## src/rtl/majority_persistence_detector.sv

```systemverilog
// majority_persistence_detector
//   Each valid cycle the NBITS-wide sample is popcounted and compared with
//   THRESH, either "at least" (mode=0) or "exactly" (mode=1). The result is
//   registered one cycle. A saturating run counter asserts det only after
//   HOLD consecutive valid matches. det_pulse strobes on the rising edge of
//   det, and events counts detections modulo 2^EW.
//
// Ports
//   clk       : clock, all state on the rising edge
//   rst_n     : asynchronous active-low reset
//   clear     : synchronous clear of run/detect/event state; drops the sample
//   in_val    : sample valid
//   in        : sample bits [NBITS-1:0]
//   mode      : 0 = popcount >= THRESH, 1 = popcount == THRESH
//   out_val   : registered stage holds a sample
//   count     : registered popcount of the staged sample [CW-1:0]
//   match     : registered match of the staged sample
//   det       : HOLD consecutive valid matches seen
//   det_pulse : one-cycle strobe on det rising
//   events    : detection count, wraps [EW-1:0]
module majority_persistence_detector #(
  parameter  int NBITS  = 3,
  parameter  int THRESH = 2,
  parameter  int HOLD   = 4,
  parameter  int EW     = 8,
  localparam int CW     = $clog2(NBITS + 1),
  localparam int RW     = $clog2(HOLD + 1)
) (
  input  logic             clk,
  input  logic             rst_n,
  input  logic             clear,
  input  logic             in_val,
  input  logic [NBITS-1:0] in,
  input  logic             mode,
  output logic             out_val,
  output logic [CW-1:0]    count,
  output logic             match,
  output logic             det,
  output logic             det_pulse,
  output logic [EW-1:0]    events
);

  localparam logic [CW-1:0] THRESH_C = CW'(THRESH);
  localparam logic [RW-1:0] HOLD_C   = RW'(HOLD);
  localparam logic [RW-1:0] PRE_C    = RW'(HOLD - 1);

  function automatic logic [CW-1:0] popcount(input logic [NBITS-1:0] v);
    logic [CW-1:0] c;
    c = {CW{1'b0}};
    for (int i = 0; i < NBITS; i++) begin
      if (v[i]) begin
        c = c + CW'(1);
      end else begin
        c = c;
      end
    end
    return c;
  endfunction

  logic [CW-1:0] pc_s;
  logic          m_s;
  logic          take_s;

  logic          out_val_q, out_val_d;
  logic [CW-1:0] count_q,   count_d;
  logic          match_q,   match_d;
  logic [RW-1:0] run_q,     run_d;
  logic          det_q,     det_d;
  logic          pulse_q,   pulse_d;
  logic [EW-1:0] events_q,  events_d;

  // Popcount/match of the incoming sample and next-state for all registers.
  always_comb begin
    pc_s   = popcount(in);
    m_s    = mode ? (pc_s == THRESH_C) : (pc_s >= THRESH_C);
    // clear wins over a simultaneous sample, so the sample is simply dropped
    take_s = in_val & ~clear;

    out_val_d = take_s;
    count_d   = take_s ? pc_s : count_q;
    match_d   = take_s ? m_s  : match_q;

    if (clear) begin
      run_d = {RW{1'b0}};
    end else if (in_val) begin
      if (m_s) begin
        run_d = (run_q == HOLD_C) ? HOLD_C : run_q + RW'(1);
      end else begin
        run_d = {RW{1'b0}};
      end
    end else begin
      run_d = run_q;  // bubbles neither break nor extend a run
    end

    // Pulse only on the HOLD-1 -> HOLD transition; a saturated run stays quiet
    pulse_d  = take_s & m_s & (run_q == PRE_C);
    det_d    = (run_d == HOLD_C);
    events_d = clear ? {EW{1'b0}} : (pulse_d ? events_q + EW'(1) : events_q);
  end

  // State registers with asynchronous reset.
  always_ff @(posedge clk or negedge rst_n) begin
    if (!rst_n) begin
      out_val_q <= 1'b0;
      count_q   <= {CW{1'b0}};
      match_q   <= 1'b0;
      run_q     <= {RW{1'b0}};
      det_q     <= 1'b0;
      pulse_q   <= 1'b0;
      events_q  <= {EW{1'b0}};
    end else begin
      out_val_q <= out_val_d;
      count_q   <= count_d;
      match_q   <= match_d;
      run_q     <= run_d;
      det_q     <= det_d;
      pulse_q   <= pulse_d;
      events_q  <= events_d;
    end
  end

  assign out_val   = out_val_q;
  assign count     = count_q;
  assign match     = match_q;
  assign det       = det_q;
  assign det_pulse = pulse_q;
  assign events    = events_q;

endmodule

```

## config.mk

```make
export PLATFORM = sky130hd
export DESIGN_NAME = majority_persistence_detector
export DESIGN_NICKNAME = d
export VERILOG_FILES = /design/src/rtl/majority_persistence_detector.sv
export SDC_FILE = /design/constraint.sdc
export NUM_CORES = 1
export LEC_CHECK = 0
export ABC_AREA = 1
export CORE_MARGIN = 1.5
export CORE_UTILIZATION = 50
export DETAILED_ROUTE_END_ITERATION = 10
export GPL_TIMING_DRIVEN = 0
export PLACE_DENSITY_LB_ADDON = 0.12
export REMOVE_ABC_BUFFERS = 1
export SYNTH_ARGS = -nofsm -noshare
export SYNTH_HDL_FRONTEND = slang
export SYNTH_SLANG_ARGS = --single-unit
```

## constraint.sdc

```tcl
create_clock -name clk -period 3.5 [get_ports clk]
set_input_delay 0.35 -clock clk [delete_from_list [all_inputs] [get_ports clk]]
set_output_delay 0.35 -clock clk [all_outputs]
set_load 0.02 [all_outputs]
```

# == Word-level counts from Yosys, hierarchy flattened ==
# Cells that the tools add are included.
# classes
add_sub_neg,4
multipliers,0
div,0
magnitude_cmp,1
n_eq_ne,4
n_shift,0
mux,10
bitwise_logic,4
reduce_logical,1
# ops
cell,count
8-bit 2-to-1 mux,2
3-bit 2-to-1 mux,4
8-bit by 1-bit adder with 8-bit output (second input constant),1
3-bit equality test (second input constant),2
2-bit by 1-bit adder with 2-bit output (second input constant),2
2-bit 2-to-1 mux,2
3-bit by 1-bit adder with 3-bit output (second input constant),1
1-bit bitwise AND,3
3-bit by 2-bit equality test with 1-bit output (second input constant),1
2-bit equality test (second input constant),1
2-bit greater-or-equal comparator (second input constant),1
1-bit 2-to-1 mux,2
2-bit nonzero test,1
1-bit inverter,1
# totals
reg_bits,17
latch_bits,0
ram_bits,0
rom_bits,0
output_inout_bits,14
word_cells,31
mem_count,0

# == Depth between registers and ports, before layout ==
# logic_depth
depth_word,11
mapped_depth,12

# == Least setup slack after synthesis ==
# No wires, ideal clock.
# synth_timing
path_type,input-to-reg
from,input in[0]
to,register events_q[2] (netlist: events[2])
t_arrival_ns,1.307
setup_slack_ns,2.076
cell_stages,12
path_cell_list,inv_1 > ha_1 > inv_1 > nand2_1 > nand2_1 > nand2_2 > nand2_4 > nand4_4 > nand2_4 > inv_4 > nand2_1 > nand2_1
# synth_between
elab_chain_len,10
word_cells_on_any_way,11
# synth_rtl
element,line_no,source
"start, declared",33,"input logic [NBITS-1:0] in,"
1-bit 2-to-1 mux *,51,if (v[i]) begin
2-bit by 1-bit adder with 2-bit output,52,c = c + CW'(1);
2-bit 2-to-1 mux *,51,
2-bit by 1-bit adder with 2-bit output,52,
2-bit 2-to-1 mux *,51,
2-bit greater-or-equal comparator / 2-bit equality test (equally long branches),75,m_s = mode ? (pc_s == THRESH_C) : (pc_s >= THRESH_C);
1-bit 2-to-1 mux *,75,
1-bit bitwise AND * (2 in a row),96,pulse_d = take_s & m_s & (run_q == PRE_C);
2-bit nonzero test (no source line) *,n/a,
"end signal, assigned",110,events_q <= {EW{1'b0}};
"end signal, assigned",118,events_q <= events_d;
"end, declared",70,"logic [EW-1:0] events_q, events_d;"
# Every way passes the cells marked *; elsewhere a longest branch is shown, timed or not.
# A chain may end at the register's enable or synchronous reset.

# == Final worst setup path ==
# layout_timing
from,input in[0]
to,register events_q[0] (netlist: events[0])
# The elaborated chain is that of the path after synthesis.

==> impl_metrics.yaml <==
yosys:
  ys_ff_latch: 17
  avgSynthCellArea_um2: 8.02
  syn_area_um2: 1020
  synth-edff-count: 0
  synth-seq-area-share_pct: 41.8
  synth_top_area_share_pct: 41.8
  synth_cell_type_count: 23
  synth.most_common_cell: "nand2_1"
  synth_area_leaders: "dfrtp_1 (42%), nand2_1 (15%), ha_1 (9.8%)"
  ys.flop_type: "dfrtp_1"
  yosys-top-cells-count: "nand2_1 (41), inv_1 (19), dfrtp_1 (17)"
  synth_warnings: 0
  synth_cells: 127
  synthArstFlopShare_pct: 100
  synth_top_area_cell: "dfrtp_1"
critical_path:
  slowest_delay_ns: 0.50
  critPathKind: "input port to register"
  required_ns: 3.68
  critPathMostFrequentCell: "nand2_1"
  cpMaxStageDelayCell: "clkdlybuf4s50_1"
  crit_fanout: 8
  arrival_ns: 1.98
  reg2reg_slack_ns: 2.13
  path_cells: "clkdlybuf4s50_1 > inv_1 > ha_1 > inv_1 > nand2_1 > nand2_1 > nand2_2 > nand2_4 > nand4_4 > nand2_4 > inv_4 > nand2_1 > nand2_1"
  start_kind: "input port"
  crit_path_end_kind: "register"
detailed_routing:
  viasPerCell: 4.66
  wirelength_um: 1860
  wire_per_inst_um: 10.5
  drc_errors: 0
  drt_pre_antenna_iters: 3
  drt_iter0_markers: 6
  ant_nets: 0
  vias: 829
clock_network:
  htree_levels: 1
  clkSlewWorstSetupHoldPaths_ns: 0.10
  insertion_delay_ns: 0.29
  post_cts_buffers: 0
  cts_resized: 0
  clock-sinks: 17
  hold_buffers: 0
  cts_root_buffer: "clkbuf_4"
  cts_buffer_depth: 2
  numCtsBuffers: 3
  cts_tree: "done"
timing:
  fin_crit_ns: 1.80
  worst_pin_slew_ns: 0.761
  fin_skew_ns: 0.0108
  report.final.slew_viol_count: 0
  max_slew_margin_pct: 49.1
  clock.fmax_mhz: 555
  finalSetupViolCount: 0
  hold_viol: 0
  setup_tns_ns: 0
  period_share_pct: 51.5
  layout_setup_ws_ns: 1.70
  hold_slack_ns: 0.490
  rsz0062_at_grt: "no"
placement:
  gp_congestion: 0.787
  port_buffers: 21
  hpwlAfterDp_um: 1420
  pre_cts_slack_ns: 1.38
  dp_cells: 174
  placed_area_um2: 1260
die:
  die_x_um: 48.1
  pin_count: 22
  core_um2: 1940
  initial_core_util_pct: 52.4
  dieHeight_um: 48.1
  die-area_um2: 2320
  fp-row-count: 16
cells_and_area:
  stdcell_count: 178
  area_growth_pct: 26.2
  fin_util_pct: 66.2
  antennaDiodeCount: 0
  drive_above_1_share_pct: 8.61
  fillCellCount: 191
  final_area_um2: 1280
  layout.nets: 168
global_route:
  grt_pass1_vias: 777
  grt_max_degree: 18
  grt_overflow: 0
  grt_use_total_pct: 19.4
  antenna_found_initial: 0
  grt_pass1_wl_um: 3110
run_status:
  status: "finished, final reports clean"
power:
  total_power_mw: 0.389
  max-vdd-ir-drop_mv: 0.227
  p_per_area_nw_per_um2: 302
  p_leak_nw: 0.665
run:
  cap_violations: 0
min_path:
  hp-class: "input port to asynchronous set/reset pin"
==> layer usage <==
| metal | share of wire (%) | wire length [µm] | GRT usage (%) | up-vias |
|---|---|---|---|---|
| li1 | - | - | - | 441 |
| met1 | 48 | 886 | 25.1 | 372 |
| met2 | 48 | 887 | 32.0 | 12 |
| met3 | 3.1 | 57 | 3.70 | 4 |
| met4 | 1.6 | 30 | 8.11 | 0 |
| met5 | 0 | 0 | 0 | - |
==> power by group <==
group | internal, mW | switching, mW
logic | 0.0317 | 0.0435
clock network | 0.0425 | 0.0618
registers | 0.205 | 0.00461
total | 0.279 | 0.110
==> worst max-delay path: cells and delay by family <==
| family | cells | cell delay [ns] |
|---|---|---|
| fa+ha+maj | 1 | 0.31 |
| buf+inv | 4 | 0.70 |
| simple gates | 8 | 0.62 |
==> kinds of logic (layout without fill, tap and decap cells) <==
group	after synthesis	after routing	synth area share (%)
and+or+nand+nor	69	69	32.6
DFF	17	17	41.8
AOI/OAI and AO/OA	6	6	3.07
buffers and inverters	22	46	8.48
adders and majority gates	8	8	9.83
xor gates and xnor gates	5	5	4.30
==> layout by cell type (no fill, tap or decap) <==
cell / synthesis / layout
clkdlybuf4s50_1: 0 / 21
clkbuf_4: 0 / 3
o21ai_1: 1 / 1
nand3_1: 7 / 7
nand2_2: 1 / 1
nor3_2: 1 / 1
xnor2_1: 1 / 1
xor2_1: 4 / 4
clkinv_2: 0 / 1
o21ai_0: 1 / 1
nand2_1: 41 / 41
nor3_1: 2 / 2
nand4_1: 2 / 2
a31oi_1: 1 / 1
inv_4: 1 / 1
dfrtp_1: 17 / 17
nand3b_2: 1 / 1
nand4_4: 1 / 1
nand2_4: 2 / 2
inv_2: 1 / 1
inv_1: 19 / 19
a21oi_1: 3 / 3
nor2_4: 1 / 1
ha_1: 8 / 8
nor2_1: 10 / 10
==> sequential cells by signal (all words and copies together), names as in the netlist <==
register and flops:
run_q 3, match 1, out_val 1, events 8, count 2, det 1
det_pulse 1
==> area by class of cell <==
class	instances	area [µm²]	area share, %
inverter	21	81.3	6.33
multi-input combinational	88	507	39.4
clock buffer	3	22.5	1.75
tap	27	33.8	2.63
clock inverter	1	5.00	0.389
timing repair buffer	21	210	16.4
sequential	17	425	33.1
==> path summary, 6_finish.rpt <==
kind | start | to | depth (start not counted)
max | in[0] | events[0] | 13
min | rst_n | run_q[0] | 1
max reg2reg | run_q[0] | events[0] | 7
min reg2reg | match | match | 2
max in group asynchronous | rst_n | events[0] | 1
min in group clk | match | match | 2
Power figures use the tool's default switching activity.
